`src/rtl/memory_access_unit_if.sv`:
```
// rtl/memory_access_unit_if.sv - data-memory request/response channel between the MEM stage and data memory
interface memory_access_unit_if #(
    parameter int ADDR_WIDTH = 32
);
  logic                  mem_req;
  logic                  mem_we;
  logic [ADDR_WIDTH-1:0] mem_addr;
  logic [3:0]            mem_byte_en;
  logic [31:0]           mem_wdata;
  logic [31:0]           mem_rdata;
  logic                  mem_ack;

  modport master (
    output mem_req, mem_we, mem_addr, mem_byte_en, mem_wdata,
    input  mem_rdata, mem_ack
  );

  modport slave (
    input  mem_req, mem_we, mem_addr, mem_byte_en, mem_wdata,
    output mem_rdata, mem_ack
  );
endinterface

```
`src/rtl/memory_access_unit.sv`:
```
// rtl/memory_access_unit.sv - MEM pipeline stage: issues data-memory accesses, aligns load/store data, drives MEM/WB registers
module memory_access_unit #(
    parameter int ADDR_WIDTH  = 32,
    parameter int ACK_TIMEOUT = 16
) (
  input  logic                 clk,
  input  logic                 rst_n,
  memory_access_unit_if.master mem,
  input  logic                 in_valid,
  input  logic                 control_mem_read,
  input  logic                 control_mem_write,
  input  logic                 control_reg_write,
  input  logic                 control_mem_to_reg,
  input  logic [2:0]           funct3,
  input  logic [31:0]          alu_result,
  input  logic [31:0]          register_file_data2,
  input  logic [4:0]           register_file_rd,
  output logic                 stall,
  output logic                 o_valid,
  output logic                 o_mem_fault,
  output logic                 o_control_reg_write,
  output logic                 o_control_mem_to_reg,
  output logic [31:0]          o_alu_result,
  output logic [31:0]          o_mem_data,
  output logic [4:0]           o_register_file_rd
);

  typedef enum logic {IDLE, BUSY} state_t;

  localparam logic [7:0] LAST_WAIT = 8'(ACK_TIMEOUT - 1);

  state_t      state;
  logic [7:0]  wait_cnt;
  logic        cap_load;
  logic        cap_reg_write;
  logic        cap_mem_to_reg;
  logic [2:0]  cap_funct3;
  logic [31:0] cap_alu;
  logic [4:0]  cap_rd;

  logic        is_load;
  logic        is_store;
  logic        is_mem;
  logic        op_fault;
  logic        start_access;
  logic        ack_hit;
  logic        timeout_hit;
  logic [3:0]  store_be;
  logic [31:0] store_data;
  logic [31:0] lane_shifted;
  logic [15:0] half_sel;
  logic [31:0] load_data;

  // Read wins when both controls are set, so a conflicting decode never writes memory.
  assign is_load  = control_mem_read;
  assign is_store = control_mem_write & ~control_mem_read;
  assign is_mem   = is_load | is_store;

  always_comb begin
    op_fault = 1'b0;
    if (is_load && (funct3 == 3'd3 || funct3[2:1] == 2'b11))
      op_fault = 1'b1;
    if (is_store && funct3 >= 3'd3)
      op_fault = 1'b1;
    if (is_mem && funct3[1:0] == 2'b01 && alu_result[0])
      op_fault = 1'b1;
    if (is_mem && funct3[1:0] == 2'b10 && alu_result[1:0] != 2'b00)
      op_fault = 1'b1;
  end

  assign start_access = (state == IDLE) && in_valid && is_mem && !op_fault;
  assign ack_hit      = (state == BUSY) && mem.mem_ack;
  assign timeout_hit  = (state == BUSY) && !mem.mem_ack && (wait_cnt == LAST_WAIT);

  // Gated by rst_n so reset drops stall immediately even while inputs still request an access.
  assign stall = rst_n & (start_access | ((state == BUSY) & ~ack_hit & ~timeout_hit));

  always_comb begin
    store_be   = 4'b0000;
    store_data = 32'd0;
    if (is_store) begin
      case (funct3[1:0])
        2'b00: begin
          store_be   = 4'b0001 << alu_result[1:0];
          store_data = {4{register_file_data2[7:0]}};
        end
        2'b01: begin
          store_be   = alu_result[1] ? 4'b1100 : 4'b0011;
          store_data = {2{register_file_data2[15:0]}};
        end
        default: begin
          store_be   = 4'b1111;
          store_data = register_file_data2;
        end
      endcase
    end
  end

  assign lane_shifted = mem.mem_rdata >> {cap_alu[1:0], 3'b000};
  assign half_sel     = cap_alu[1] ? mem.mem_rdata[31:16] : mem.mem_rdata[15:0];

  always_comb begin
    case (cap_funct3)
      3'd0:    load_data = {{24{lane_shifted[7]}}, lane_shifted[7:0]};
      3'd1:    load_data = {{16{half_sel[15]}}, half_sel};
      3'd4:    load_data = {24'd0, lane_shifted[7:0]};
      3'd5:    load_data = {16'd0, half_sel};
      default: load_data = mem.mem_rdata;
    endcase
  end

  always_ff @(posedge clk or negedge rst_n) begin
    if (!rst_n) begin
      state                <= IDLE;
      wait_cnt             <= 8'd0;
      mem.mem_req          <= 1'b0;
      mem.mem_we           <= 1'b0;
      mem.mem_addr         <= '0;
      mem.mem_byte_en      <= 4'b0000;
      mem.mem_wdata        <= 32'd0;
      cap_load             <= 1'b0;
      cap_reg_write        <= 1'b0;
      cap_mem_to_reg       <= 1'b0;
      cap_funct3           <= 3'd0;
      cap_alu              <= 32'd0;
      cap_rd               <= 5'd0;
      o_valid              <= 1'b0;
      o_mem_fault          <= 1'b0;
      o_control_reg_write  <= 1'b0;
      o_control_mem_to_reg <= 1'b0;
      o_alu_result         <= 32'd0;
      o_mem_data           <= 32'd0;
      o_register_file_rd   <= 5'd0;
    end else begin
      case (state)
        IDLE: begin
          wait_cnt <= 8'd0;
          if (!in_valid) begin
            o_valid             <= 1'b0;
            o_control_reg_write <= 1'b0;
          end else if (!is_mem || op_fault) begin
            o_valid              <= 1'b1;
            o_mem_fault          <= op_fault;
            o_control_reg_write  <= control_reg_write & ~op_fault;
            o_control_mem_to_reg <= control_mem_to_reg;
            o_alu_result         <= alu_result;
            o_mem_data           <= 32'd0;
            o_register_file_rd   <= register_file_rd;
          end else begin
            state           <= BUSY;
            mem.mem_req     <= 1'b1;
            mem.mem_we      <= is_store;
            mem.mem_addr    <= {alu_result[ADDR_WIDTH-1:2], 2'b00};
            mem.mem_byte_en <= store_be;
            mem.mem_wdata   <= store_data;
            cap_load        <= is_load;
            cap_reg_write   <= control_reg_write;
            cap_mem_to_reg  <= control_mem_to_reg;
            cap_funct3      <= funct3;
            cap_alu         <= alu_result;
            cap_rd          <= register_file_rd;
            o_valid             <= 1'b0;
            o_control_reg_write <= 1'b0;
          end
        end
        BUSY: begin
          if (ack_hit || timeout_hit) begin
            state                <= IDLE;
            wait_cnt             <= 8'd0;
            mem.mem_req          <= 1'b0;
            mem.mem_we           <= 1'b0;
            o_valid              <= 1'b1;
            o_mem_fault          <= timeout_hit;
            o_control_reg_write  <= cap_reg_write & ack_hit;
            o_control_mem_to_reg <= cap_mem_to_reg;
            o_alu_result         <= cap_alu;
            o_mem_data           <= (ack_hit && cap_load) ? load_data : 32'd0;
            o_register_file_rd   <= cap_rd;
          end else begin
            wait_cnt <= wait_cnt + 8'd1;
          end
        end
        default: state <= IDLE;
      endcase
    end
  end

endmodule
```
`src/flat_wrapper.sv`:
```
// flat-port wrapper written by rule: the top's interface ports become plain ports
module memory_access_unit_flat 
#(
    parameter int ADDR_WIDTH  = 32,
    parameter int ACK_TIMEOUT = 16
)
  (clk, rst_n, in_valid, control_mem_read, control_mem_write, control_reg_write, control_mem_to_reg, funct3, alu_result, register_file_data2, register_file_rd, stall, o_valid, o_mem_fault, o_control_reg_write, o_control_mem_to_reg, o_alu_result, o_mem_data, o_register_file_rd, mem_mem_req, mem_mem_we, mem_mem_addr, mem_mem_byte_en, mem_mem_wdata, mem_mem_rdata, mem_mem_ack);
  memory_access_unit_if #(.ADDR_WIDTH(ADDR_WIDTH)) mem_i ();
  input  logic clk;
  input  logic rst_n;
  input  logic in_valid;
  input  logic control_mem_read;
  input  logic control_mem_write;
  input  logic control_reg_write;
  input  logic control_mem_to_reg;
  input  logic [2:0] funct3;
  input  logic [31:0] alu_result;
  input  logic [31:0] register_file_data2;
  input  logic [4:0] register_file_rd;
  output logic stall;
  output logic o_valid;
  output logic o_mem_fault;
  output logic o_control_reg_write;
  output logic o_control_mem_to_reg;
  output logic [31:0] o_alu_result;
  output logic [31:0] o_mem_data;
  output logic [4:0] o_register_file_rd;
  output wire logic [$bits(mem_i.mem_req)-1:0] mem_mem_req;
  output wire logic [$bits(mem_i.mem_we)-1:0] mem_mem_we;
  output wire logic [$bits(mem_i.mem_addr)-1:0] mem_mem_addr;
  output wire logic [$bits(mem_i.mem_byte_en)-1:0] mem_mem_byte_en;
  output wire logic [$bits(mem_i.mem_wdata)-1:0] mem_mem_wdata;
  input wire logic [$bits(mem_i.mem_rdata)-1:0] mem_mem_rdata;
  input wire logic [$bits(mem_i.mem_ack)-1:0] mem_mem_ack;
  assign mem_mem_req = mem_i.mem_req;
  assign mem_mem_we = mem_i.mem_we;
  assign mem_mem_addr = mem_i.mem_addr;
  assign mem_mem_byte_en = mem_i.mem_byte_en;
  assign mem_mem_wdata = mem_i.mem_wdata;
  assign mem_i.mem_rdata = mem_mem_rdata;
  assign mem_i.mem_ack = mem_mem_ack;
  memory_access_unit #(.ADDR_WIDTH(ADDR_WIDTH), .ACK_TIMEOUT(ACK_TIMEOUT)) u_core (.clk(clk), .rst_n(rst_n), .mem(mem_i), .in_valid(in_valid), .control_mem_read(control_mem_read), .control_mem_write(control_mem_write), .control_reg_write(control_reg_write), .control_mem_to_reg(control_mem_to_reg), .funct3(funct3), .alu_result(alu_result), .register_file_data2(register_file_data2), .register_file_rd(register_file_rd), .stall(stall), .o_valid(o_valid), .o_mem_fault(o_mem_fault), .o_control_reg_write(o_control_reg_write), .o_control_mem_to_reg(o_control_mem_to_reg), .o_alu_result(o_alu_result), .o_mem_data(o_mem_data), .o_register_file_rd(o_register_file_rd));
endmodule
```
`config.mk`:
```
export PLATFORM = sky130hd
export DESIGN_NAME = memory_access_unit_flat
export DESIGN_NICKNAME = d
export VERILOG_FILES = /design/src/rtl/memory_access_unit_if.sv /design/src/rtl/memory_access_unit.sv /design/src/flat_wrapper.sv
export SDC_FILE = /design/constraint.sdc
export NUM_CORES = 1
export LEC_CHECK = 0
export CAP_MARGIN = 10
export CORE_MARGIN = 2
export CORE_UTILIZATION = 40
export DETAILED_ROUTE_END_ITERATION = 7
export PLACE_DENSITY = 0.67
export SLEW_MARGIN = 10
export SYNTH_ARGS = -nofsm -noshare
export SYNTH_HDL_FRONTEND = slang
export SYNTH_SLANG_ARGS = --single-unit
```
`constraint.sdc`:
```
create_clock -name clk -period 6.8 [get_ports clk]
set_input_delay 1.36 -clock clk [delete_from_list [all_inputs] [get_ports clk]]
set_output_delay 1.36 -clock clk [all_outputs]
set_load 0.005 [all_outputs]
```
### After elaboration in Yosys (flattened, before gate mapping)

Cells that the tools add are included.

* bitwise gates (word level): 14
* shift operators: 2
* reductions and logical operators: 25
* equality and inequality tests: 12
* $add $sub $neg: 1
* magnitude comparators: 1
* muxes and demuxes: 53

Operator list (count)
* two-way mux 32 bit: 8
* one-hot mux 32 bit (2 select lines): 3
* one-hot mux 32 bit (4 select lines): 1
* right shift 32 x 5 -> 8 bit: 1
* two-way mux 1 bit: 24
* two-way mux 16 bit: 1
* one-hot mux 8 bit (2 select lines): 1
* two-way mux 5 bit: 3
* one-hot mux 1 bit (2 select lines): 7
* logical AND 1 bit: 13
* one-hot mux 5 bit (2 select lines): 1
* AND reduction 3 bit: 3
* adder 8 x 1 -> 8 bit (second input constant): 1
* == test 8 x 4 -> 1 bit (second input constant): 1
* two-way mux 4 bit: 2
* two-way mux 8 bit: 1
* != test 2 bit (second input constant): 4
* one-hot mux 4 bit (2 select lines): 1
* bitwise AND 1 bit: 6
* == test 3 bit (second input constant): 2
* NOT 1 bit: 6
* == test 2 bit (second input constant): 2
* << shifter 1 x 2 -> 4 bit (first input constant): 1
* == test 3 x 1 -> 1 bit (second input constant): 1
* other kinds (9): 14

* register bits after elaboration: 193
* output and inout bits: 144
* logic and storage cells: 128
* input bits: 112

### Logic depth before layout (Yosys ltp)

Gate-level depths: netlist of run 1.

* depth in word-level cells: 12
* depth in mapped cells: 8
* mapped depth without buffers: 5

### Least setup slack after synthesis of run 1

OpenSTA, ideal clock, no wires.

* path type: input -> output
* from: input alu_result[0]
* to: output stall
* arrival time: 2813 ps
* path slack: 2627 ps
* required time: 5440 ps
* stages: 7
* cell sequence: buf_2 > nor4_2 > a21oi_1 > or3_1 > buf_2 > clkbuf_1 > a21boi_0

* word-level cells in the longest chain between the ends: 7
* elaborated cells between the ends (all ways): 9

RTL lines
* from (decl): line flat_wrapper.sv:17 `input logic [31:0] alu_result;`
* logical AND 1 bit or nonzero test 2 bit (tied branches): line memory_access_unit.sv:65, memory_access_unit.sv:67
* two-way mux 1 bit or logical AND 1 bit (tied branches): line memory_access_unit.sv:65, memory_access_unit.sv:67
* two-way mux 1 bit *: line memory_access_unit.sv:67 `if (is_mem && funct3[1:0] == 2'b10 && alu_result[1:0] != 2'b00)`
* logical NOT 1 bit *: line memory_access_unit.sv:71 `assign start_access = (state == IDLE) && in_valid && is_mem && !op_fault;`
* logical AND 1 bit *: line memory_access_unit.sv:71
* OR 1 bit *: line memory_access_unit.sv:76 `assign stall = rst_n & (start_access | ((state == BUSY) & ~ack_hit & ~timeout_hit));`
* bitwise AND 1 bit *: line memory_access_unit.sv:76
* to (decl): line flat_wrapper.sv:20 `output logic stall;`

Mark *: on every way between the ends. The rest lies on a longest branch, timed or not.

### Final worst setup path of run 1

* from: input funct3[0]
* to: output stall

* word-level cells in the longest chain between the ends: 11
* elaborated cells between the ends (all ways): 19

RTL lines
* from (decl): line flat_wrapper.sv:16 `input logic [2:0] funct3;`
* == test 3 x 2 -> 1 bit: line memory_access_unit.sv:61 `if (is_load && (funct3 == 3'd3 || funct3[2:1] == 2'b11))`
* logical OR 1 bit: line memory_access_unit.sv:61
* logical AND 1 bit: line memory_access_unit.sv:61
* two-way mux 1 bit: line memory_access_unit.sv:61
* two-way mux 1 bit: line memory_access_unit.sv:63 `if (is_store && funct3 >= 3'd3)`
* two-way mux 1 bit: line memory_access_unit.sv:65 `if (is_mem && funct3[1:0] == 2'b01 && alu_result[0])`
* two-way mux 1 bit *: line memory_access_unit.sv:67
* logical NOT 1 bit *: line memory_access_unit.sv:71
* logical AND 1 bit *: line memory_access_unit.sv:71
* OR 1 bit *: line memory_access_unit.sv:76
* bitwise AND 1 bit *: line memory_access_unit.sv:76

Marks and branches as above.

==> impl_results.md, run 1 <==
- Leading area contributor after synthesis: dfrtp_1
- Pre-CTS WS: 1.530 ns
- Register area share after synthesis: 0.5294
- Antenna Cells: 0
- Setup TNS: 0 ns
- Congestion Overflow GR: 0
- IO Pins: 256
- WL final: around 23000 um
- Crit path arrival time: slightly below 4 ns
- Slew headroom: 0.2989
- Largest regs: u_core.mem.mem_wdata: 32 flops, u_core.o_alu_result: 32 flops, u_core.o_mem_data: 32 flops
- Clock Latency Late Sink: roughly 0.43 ns
- Largest net degree at the start of global routing: between 80 and 90
- F_max: approximately 0.19 GHz
- Antenna Violating Nets Remaining: 0
- Total GRT Usage: 0.2230
- RSZ-0062 raised after global routing: no
- PortBufs: around 250
- Die width: 142.8 um
- Layout cells sized above 1: 0.1667
- DRC violations left: 0
- PwrDens: 301.3 nW/um^2
- Final Non-Filler Cells: 1100
- Worst path required time: 5.44 ns
- Crit-path max FO: 16
- Top Layer Used: met4
- Post-DP HPWL: ~16000 um
- Vias per cell: 5.509
- Top-count cell post-synth: dfrtp_1
- VDD IR max: 0.1659 mV
- Site Rows: 50
- Worst-path clk slew: 0.07 ns
- Status: finished clean
- Worst setup SP type: input pin
- Yosys cell types: 51
- Largest cells by area after synthesis: dfrtp_1 (53%), mux2_2 (7.2%), o221a_2 (5.6%)
- Mapped Area: 7705 um^2
- Via Count: 6060
- PnR worst setup slack: 1.531 ns
- Asr flop ratio synth: 1.000
- Number of synthesized flops with an enable pin: 0
- FF+latch count, synth: between 150 and 200
- First drt pass iteration count: 5
- Leak: 4.422 nW
- Core area: 18830 um^2
- Vias in the first global route: 6360
- Commonest cells post-synth: dfrtp_1 (163), mux2_2 (49), nand3b_1 (38), o221a_2 (38), buf_4 (34)
- Iteration-0 DRC count of the detailed router: 438
- Worst setup EP type: output port
- Final period util: 0.7749
- WL met2: around 11000 um
- # Max-Cap Violations: 0
- Clock Sinks: 163
- # setup viols final: 0
- Fin. max-slew vios: 0
- Post-CTS Hold Buffers: 0
- Initial core utilization: 0.4092
- Tot Pwr: 3.243 mW
- Die ar.: 20390 um^2
- Fin Clk Skew: 0.008291 ns
- PostCTS Resize Cnt: 0
- Placed Instances: 1068
- CTS H-Tree Depth: 4
- Cells after Synth: between 600 and 700
- Final worst path period need: about 5.3 ns
- GP Congestion: just under 0.9
- Syn_area_per_cell: 12.29 um^2
- WL/cell: 20.51 um
- Synth top area share: 0.5294
- Global-route wire length before repair: 35310 um
- Metal3 WL: 1648 um
- CTS tree: yes
- DRT met1 WL: 9256 um
- Syn. warnings: 0
- Postcts setup bufs: 0
- Setup CP Type: input pin to output port
- Main synth FF type: dfrtp_1
- Hold crit path type: flop to flop
- Area Growth Syn to Fin: 39.70%
- CTS buffer count: 17
- Die H: 142.8 um
- Initial antenna violation count: 0
- Worst-Margin Slew: 1.052 ns
- Root buf cell: clkbuf_16
- Longest Clk Path Bufs: 2
- # nets final: 940
- Fin. Hold Viols: 0
-- routing by layer --
layer	track usage	vias to the layer above
met5	0	-
met4	0.06253	0
met3	0.07311	30
met2	0.3796	218
met1	0.2717	3074
li1	-	2738
-- per-stage QoR --
| stage | cell area, um^2 | hold slack (ns) | util |
|---|---|---|---|
| final | 10760 | 0.4622 | 0.5716 |
| after global routing | 10760 | 0.4905 | 0.5716 |
| after CTS | 10760 | 0.4668 | 0.5716 |
| after detailed placement | 10160 | 0.4572 | 0.5395 |
| after global placement | 10160 | 0.4486 | 0.5395 |
| after floorplan | 7709 | 0.4329 | - |
-- worst paths after layout --
path	slack [ns]	end	cells after the start	startpoint
worst max-delay path	1.53	stall	6	funct3[0]
worst min-delay path	0.46	u_core.wait_cnt[0]	1	u_core.wait_cnt[0]
worst max register to register	3.74	u_core.cap_alu[1]	4	u_core.state
worst min register to register	0.46	u_core.wait_cnt[0]	1	u_core.wait_cnt[0]
max in group asynchronous	4.26	u_core.mem.mem_byte_en[0]	2	rst_n
min in group asynchronous	0.99	u_core.mem.mem_wdata[19]	1	rst_n
-- area by class of cell --
cell class,instances,area [um^2]
multi-input combinational,375,3123
clock buffer,18,439.2
sequential,163,4080
fill,1535,8066
tap,260,325.3
timing repair buffer,262,2601
inverter,8,30.03
clock inverter,14,165.2
-- layout by cell type (no fill, tap or decap), types with 3 or more instances in the layout --
| master | synthesis | final |
|---|---|---|
| a22o_1 | 14 | 14 |
| a211o_1 | 4 | 4 |
| nand2_1 | 18 | 18 |
| clkbuf_16 | 0 | 17 |
| nor2b_1 | 10 | 10 |
| nand3_1 | 8 | 8 |
| a221o_1 | 23 | 23 |
| clkinv_4 | 0 | 3 |
| inv_6 | 0 | 5 |
| and2_1 | 5 | 5 |
| o2bb2ai_1 | 21 | 21 |
| mux2_2 | 49 | 49 |
| clkdlybuf4s50_1 | 0 | 252 |
| nor3_1 | 3 | 3 |
| nor2_1 | 15 | 15 |
| a32o_1 | 9 | 9 |
| dfrtp_1 | 163 | 162 |
| a21oi_1 | 8 | 8 |
| inv_1 | 8 | 8 |
| o21ai_0 | 29 | 29 |
| o221a_2 | 38 | 38 |
| a21boi_0 | 3 | 3 |
| buf_4 | 34 | 9 |
| xnor2_1 | 3 | 3 |
| nand3b_1 | 38 | 38 |
| mux2i_1 | 23 | 23 |
| nand2b_1 | 22 | 22 |
-- worst max-delay path, stage by stage --
cell and delay [ns]:
clkdlybuf4s50_1 0.75, nor4_2 0.40, a21oi_1 0.20, or3_4 0.42
a21boi_0 0.19, clkdlybuf4s50_1 0.58
-- report_power, final --
part	internal, mW	switching, mW	leakage [nW]
Sequential	1.17	0.165	2.06
Combinational	0.605	0.320	2.07
Clock	0.563	0.418	0.296
-- logic make-up (layout without fill, tap and decap cells) --
kind of cell,Yosys count,count (layout),share of synthesized area
fa+ha+maj,1,1,0.001624
compound gates,164,164,0.1890
buf+inv,90,302,0.06707
simple gates,129,129,0.1008
other cells,1,2,0.0004867
flops,163,163,0.5294
xor+xnor,5,5,0.005685
mux,74,74,0.1059
Power figures use the tool's default switching activity.
==> run 2: changes to the inputs <==
==> constraint.sdc (replaced) <==
create_clock -name clk -period 5.4 [get_ports clk]
set_input_delay 1.08 -clock clk [delete_from_list [all_inputs] [get_ports clk]]
set_output_delay 1.08 -clock clk [all_outputs]
set_load 0.005 [all_outputs]
==> run 2 against run 1 <==
  * Sequential cell count unchanged
  * Die area unchanged
  * Routed wire length increased by 2.4%
  * Setup slack got worse by 0.71 ns
  * Worst hold slack improved by 0.022 ns
  * Utilization increased by 0.060 points
  * Count of clock-buffer cells in the layout unchanged
  * Power increased by 26%
  * Via count increased by 1.7%
  * Largest power group unchanged
  * Highest routed layer unchanged
==> impl_results.md, run 2 (synthesis gave the netlist of run 1 again) <==
- Status: finished clean
- Core area: 18830 um^2 (unchanged)
- Die width: 142.8 um (unchanged)
- CTS H-Tree Depth: 4 (unchanged)
- Longest Clk Path Bufs: 2 (unchanged)
- Clock Sinks: 163 (unchanged)
- Die ar.: 20390 um^2 (unchanged)
- F_max: roughly 0.22 GHz
- First drt pass iteration count: 5 (unchanged)
- Clock Latency Late Sink: 0.42 ns (about the same)
- Post-CTS Hold Buffers: 0 (unchanged)
- # setup viols final: 0 (unchanged)
- Largest net degree at the start of global routing: 79 (-11%)
- Commonest non-fill, non-tap cell in the layout: clkdlybuf4s50_1
- Postcts setup bufs: 0 (unchanged)
- Footprint of the multi-input gates: 3123 um^2 (unchanged)
- Global-route wire length before repair: 36420 um (+3.1%)
- Iteration-0 DRC count of the detailed router: 358 (-18%)
- Post-DP HPWL: 15560 um (+0.27%)
- WL/cell: 20.94 um (+2.1%)
- Slew headroom: 0.2162 (-0.08271)
- WL final: 23100 um (+2.4%)
- Largest regs: u_core.mem.mem_wdata: 32 flops, u_core.o_alu_result: 32 flops, u_core.o_mem_data: 32 flops
- Worst setup SP type: input pin
- Crit-path cells: clkdlybuf4s50_1, nor4_2, a21oi_1, or3_4, a21boi_0, clkdlybuf4s50_1
- Commonest non-fill, non-tap cells in the layout: clkdlybuf4s50_1 (252), dfrtp_1 (162), mux2_2 (49)
- CTS buffer count: 17 (unchanged)
- Total GRT Usage: 0.2297 (+0.006729)
- Most common cell on crit path: clkdlybuf4s50_1
- Area Growth Syn to Fin: 39.85%
- Crit path arrival time: 3.50 ns (-0.41 ns)
- Sequential cell area: 4080 um^2 (unchanged)
- Worst-path clk slew: 0.07 ns (about the same)
- Congestion Overflow GR: 0 (unchanged)
- PnR worst setup slack: 0.8189 ns (-0.7117 ns)
- Worst-Margin Slew: 1.173 ns (+0.1213 ns)
- Tot Pwr: 4.074 mW (+26%)
- Crit-path max FO: 9 (-7)
- Fin. max-slew vios: 0 (unchanged)
- Vias in the first global route: 6417 (+0.90%)
- GP Congestion: 0.8696 (-2.4%)
- PortBufs: 253 (unchanged)
- Worst setup EP type: output port
- Fin. Hold Viols: 0 (unchanged)
- PostCTS Resize Cnt: 0 (unchanged)
- Die H: 142.8 um (unchanged)
- Fin Clk Skew: 0.007703 ns (-0.0005883 ns)
- Largest stage delay, worst path: 0.62 ns (-0.13 ns)
- Pre-CTS WS: 0.8143 ns (-0.7155 ns)
- Initial core utilization: 0.4092 (unchanged)
- Hold crit path type: flop to flop
- Layout fillers: 1547 (+0.78%)
- Via Count: 6161 (+1.7%)
- CTS tree: yes
- # Max-Cap Violations: 0 (unchanged)
- Layout cells sized above 1: 0.1696 (+0.002966)
- Setup TNS: 0 ns (unchanged)
- Antenna Violating Nets Remaining: 0 (unchanged)
- Critical path's slowest cell: clkdlybuf4s50_1
- Final worst path period need: roughly 4.6 ns
- DRC violations left: 0 (unchanged)
- Leak: 4.424 nW (about the same)
- Worst path required time: 4.32 ns (-1.12 ns)
- Final period util: 0.8484
- VDD IR max: 0.1899 mV (+15%)
- IO Pins: 256 (unchanged)
- Antenna Cells: 0 (unchanged)
- Root buf cell: clkbuf_16
- Initial antenna violation count: 0 (unchanged)
- RSZ-0062 raised after global routing: no
- Vias per cell: 5.586 (+1.4%)
- Site Rows: 50 (unchanged)
- Setup CP Type: input pin to output port
- # nets final: 943 (+0.32%)
- PwrDens: 378.1 nW/um^2 (+25%)
==> run 2: worst paths after layout <==
kind | start | endpoint | slack [ns] | cells past startpoint
min in group asynchronous | rst_n | u_core.mem.mem_wdata[19] | 0.50 | 1
worst min register to register | u_core.wait_cnt[0] | u_core.wait_cnt[0] | 0.48 | 1
max in group asynchronous | rst_n | u_core.state | 3.61 | 2
worst max-delay path | alu_result[0] | stall | 0.82 | 6
worst min-delay path | u_core.wait_cnt[0] | u_core.wait_cnt[0] | 0.48 | 1
worst max register to register | u_core.state | u_core.o_mem_data[31] | 2.58 | 5
==> run 2: final cells by class <==
type,instances,share of cell area
timing repair buffer,265,0.2435
sequential,163,0.3787
tap,260,0.03019
clock inverter,14,0.01428
clock buffer,18,0.04076
multi-input combinational,375,0.2898
inverter,8,0.002787
==> run 2: stage by stage <==
step | area, um^2 | util | hold WS [ns] | std cells
floorplan | 7709 | - | 0.4329 | 628
global placement | 10180 | 0.5407 | 0.4507 | 1071
detailed placement | 10180 | 0.5407 | 0.4747 | 1071
CTS | 10780 | 0.5722 | 0.4855 | 1103
global route | 10780 | 0.5722 | 0.4915 | 1103
finish | 10780 | 0.5722 | 0.4847 | 1103
==> run 2: routing by layer <==
| metal | share of wire | wire [um] | track usage | up-vias |
|---|---|---|---|---|
| met5 | 0 | 0 | 0 | - |
| met4 | 0.027 | 626 | 0.08859 | 0 |
| met3 | 0.070 | 1627 | 0.06606 | 46 |
| met2 | 0.48 | 11130 | 0.3755 | 246 |
| met1 | 0.42 | 9708 | 0.2891 | 3132 |
| li1 | - | - | - | 2737 |
==> run 2: where the power goes <==
group	leakage (nW)	internal, mW	total (mW)	switching [mW]
logic	2.08	0.763	1.18	0.422
clock network	0.283	0.699	1.22	0.517
registers	2.06	1.48	1.67	0.197
==> run 2: worst max-delay path: cells and delay by family <==
family,cells,cell delay (ns)
buffers and inverters,2,1.21
and+or+nand+nor,2,0.83
AOI/OAI and AO/OA,2,0.37
==> run 3: changes to the inputs <==
--- a/config.mk
+++ b/config.mk
@@ -9,7 +9,7 @@
 export CORE_MARGIN = 2
 export CORE_UTILIZATION = 40
 export DETAILED_ROUTE_END_ITERATION = 7
-export PLACE_DENSITY = 0.67
+export PLACE_DENSITY = 0.7
 export SLEW_MARGIN = 10
 export SYNTH_ARGS = -nofsm -noshare
 export SYNTH_HDL_FRONTEND = slang
==> constraint.sdc (replaced) <==
create_clock -name clk -period 3.9 [get_ports clk]
set_input_delay 0.78 -clock clk [delete_from_list [all_inputs] [get_ports clk]]
set_output_delay 0.78 -clock clk [all_outputs]
set_load 0.005 [all_outputs]
==> run 3 against run 2 <==
  * Sequential cell count unchanged
  * Non-clock buffer count up 3
  * Setup slack worse by 0.66 ns
  * Routed wire length down 2.6%
  * Power up 36%
  * Via count down 1.6%
  * Worst hold slack worse by 0.34 ns
  * Clock power up 30%
  * Register-to-register slack worse by 1.5 ns
  * Largest power group unchanged
  * Combinational power up 39%
  * Largest cell class unchanged
  * Critical endpoint unchanged
==> impl_results.md, run 3 (synthesis gave the netlist of run 1 again) <==
- Status: finished clean
- Post-DP HPWL: 15640 um (+0.54%)
- Fin Clk Skew: 0.01076 ns (+0.003061 ns)
- Total GRT Usage: 0.2256 (-0.004140)
- CTS buffer count: 17 (unchanged)
- VDD IR max: 0.3177 mV (+67%)
- GP Congestion: 0.8738 (+0.48%)
- Clock Latency Late Sink: 0.42 ns (about the same)
- Crit path buffers/inverters: 2 (unchanged)
- Largest net degree at the start of global routing: 84 (+6.3%)
- Leak: 4.434 nW (+0.23%)
- PortBufs: 253 (unchanged)
- Initial antenna violation count: 0 (unchanged)
- Worst setup EP type: output port
- CP Depth: 6 (unchanged)
- Commonest non-fill, non-tap cells in the layout: clkdlybuf4s50_1 (252), dfrtp_1 (162), mux2_2 (49)
- CTS H-Tree Depth: 4 (unchanged)
- First drt pass iteration count: 4 (-1)
- Internal power: 3.993 mW (+36%)
- Antenna Cells: 0 (unchanged)
- Largest stage delay, worst path: 0.58 ns (-0.04 ns)
- Cell Area, Placed: 10210 um^2 (+0.28%)
- Worst-path clk slew: 0.07 ns (about the same)
- Via Count: 6063 (-1.6%)
- WL final: 22510 um (-2.6%)
- Worst path required time: 3.12 ns (-1.20 ns)
- Congestion Overflow GR: 0 (unchanged)
- WL/cell: 20.35 um (-2.8%)
- Iteration-0 DRC count of the detailed router: 383 (+7.0%)
- Crit-path max FO: 5 (-4)
- Initial core utilization: 0.4092 (unchanged)
- IO Pins: 256 (unchanged)
- # nets final: 946 (+0.32%)
- Worst setup SP type: input pin
- Vias in the first global route: 6412 (-0.078%)
- Clock power frac: 0.288 (-0.010)
- Worst R2R End: u_core.o_alu_result[19]
- Root buf cell: clkbuf_16
- Critical path's slowest cell: clkdlybuf4s50_1
- Die H: 142.8 um (unchanged)
- Logic pwr share: 0.296 (+0.005)
- Vias per cell: 5.482 (-1.9%)
- Die ar.: 20390 um^2 (unchanged)
- Net Sw Frac: 0.2797 (+0.0009963)
- Antenna Violating Nets Remaining: 0 (unchanged)
- R2r setup slk: 1.13 ns (-1.45 ns)
- Worst-Margin Slew: 1.080 ns (-0.09330 ns)
- Crit-path cells: clkdlybuf4s50_1, nor4_2, a21oi_1, or3_4, a21boi_0, clkdlybuf4s50_1
- # Max-Cap Violations: 0 (unchanged)
- Crit path arrival time: 2.96 ns (-0.54 ns)
- Worst Setup EP: stall
- Longest Clk Path Bufs: 2 (unchanged)
- Fin. max-slew vios: 0 (unchanged)
- Global-route wire length before repair: 35820 um (-1.7%)
- Site Rows: 50 (unchanged)
- Fin. Hold Viols: 0 (unchanged)
- Family with the most delay on the worst path: buffers and inverters
- Commonest non-fill, non-tap cell in the layout: clkdlybuf4s50_1
- Reg2reg start: u_core.state
- # setup viols final: 0 (unchanged)
- Setup CP Type: input pin to output port
- Most common cell on crit path: clkdlybuf4s50_1
- Post-route cell area: 10770 um^2 (about the same)
- Largest regs: u_core.mem.mem_wdata: 32 flops, u_core.o_alu_result: 32 flops, u_core.o_mem_data: 32 flops
- Flop pwr share: 0.417 (+0.006)
- Layout cells sized above 1: 0.1726 (+0.002945)
- Reg2Reg Depth: 5 (unchanged)
- F_max: 0.2672 GHz
- Hold crit path type: input pin to async pin
- Post-CTS Hold Buffers: 0 (unchanged)
- Worst Setup SP: funct3[2]
- Slew headroom: 0.2803 (+0.06406)
- PwrDens: 514.8 nW/um^2 (+36%)
- Layout fillers: 1530 (-1.1%)
- Clock Sinks: 163 (unchanged)
- Die width: 142.8 um (unchanged)
- NetSw: 1.551 mW (+37%)
- Final period util: 0.9598
- CTS tree: yes
- Area Growth Syn to Fin: 39.75% (about the same)
- Setup TNS: 0 ns (unchanged)
- Final worst path period need: around 3.7 ns
- RSZ-0062 raised after global routing: no
- Core area: 18830 um^2 (unchanged)
- Postcts setup bufs: 0 (unchanged)
- DRC violations left: 0 (unchanged)
-- run 3: cell count changes in the layout (fill, tap and decap cells not counted), moves of 2 or more --
cell,previous run,this run
clkbuf_1,0,2
clkinvlp_4,3,0
buf_4,12,15
inv_6,3,5
-- run 3: power by group through the flow --
stage                     sequential (mW)  combinational [mW]  clock, mW
after floorplan                      2.27               0.832          0
after global placement               2.32                1.62          0
after CTS                            2.31                1.66       1.63
after detailed placement             2.34                1.65          0
final                                2.31                1.64       1.59
after global routing                 2.36                1.77       1.72
-- run 3: what timing repair did --
item / 4_1_cts / 5_1_grt
setup endpoints to repair: 0 / 1
endpoints found under the hold margin: 0 / 0
gates resized for setup: 0 / 0
-- run 3: through the flow --
step	power, mW	worst slack (ns)	utilization	instances	hold slack [ns]
finish	5.544	0.1569	0.5718	1106	0.1475
global route	5.844	0.04575	0.5718	1106	0.1326
CTS	5.603	0.09203	0.5718	1106	0.1331
detailed placement	3.987	0.1283	0.5423	1074	0.4704
global placement	3.935	0.1907	0.5423	1074	0.4473
floorplan	3.105	0.8871	-	628	0.4329
-- run 3: metal layers --
metal | wire length (um) | vias to the layer above | global-route usage
li1 | - | 2747 | -
met1 | 9553 | 3062 | 0.2882
met2 | 10970 | 222 | 0.3710
met3 | 1453 | 32 | 0.06573
met4 | 525 | 0 | 0.07087
met5 | 0 | - | 0
-- run 3: final cells by class --
type                    instances  area, um^2  area share
multi-input cells             375        3129      0.2906
well taps                     260       325.3     0.03021
inverters                       8       30.03    0.002789
repair buffers                268        2646      0.2458
flip-flops and latches        163        4080      0.3789
clock buffers                  19       432.9     0.04020
clock inverters                13       123.9     0.01150
-- run 3: how the worst min path moves through the flow --
stage                       startpoint                        to  slack [ns]  cells after the start
floorplan           u_core.wait_cnt[0]        u_core.wait_cnt[0]        0.43                      1
global placement    u_core.wait_cnt[0]        u_core.wait_cnt[0]        0.45                      1
detailed placement  u_core.mem.mem_req        u_core.mem.mem_req        0.47                      1
CTS                              rst_n  u_core.mem.mem_wdata[19]        0.13                      1
global route                     rst_n  u_core.mem.mem_wdata[19]        0.13                      1
finish                           rst_n  u_core.mem.mem_wdata[19]        0.15                      1
-- run 3: worst register-to-register path, delay by kind of cell (launching register included) --
kind,cells,cell delay [ns]
flip-flops,1,0.35
AO/OA/AOI/OAI,3,1.62
buffers and inverters,2,0.74
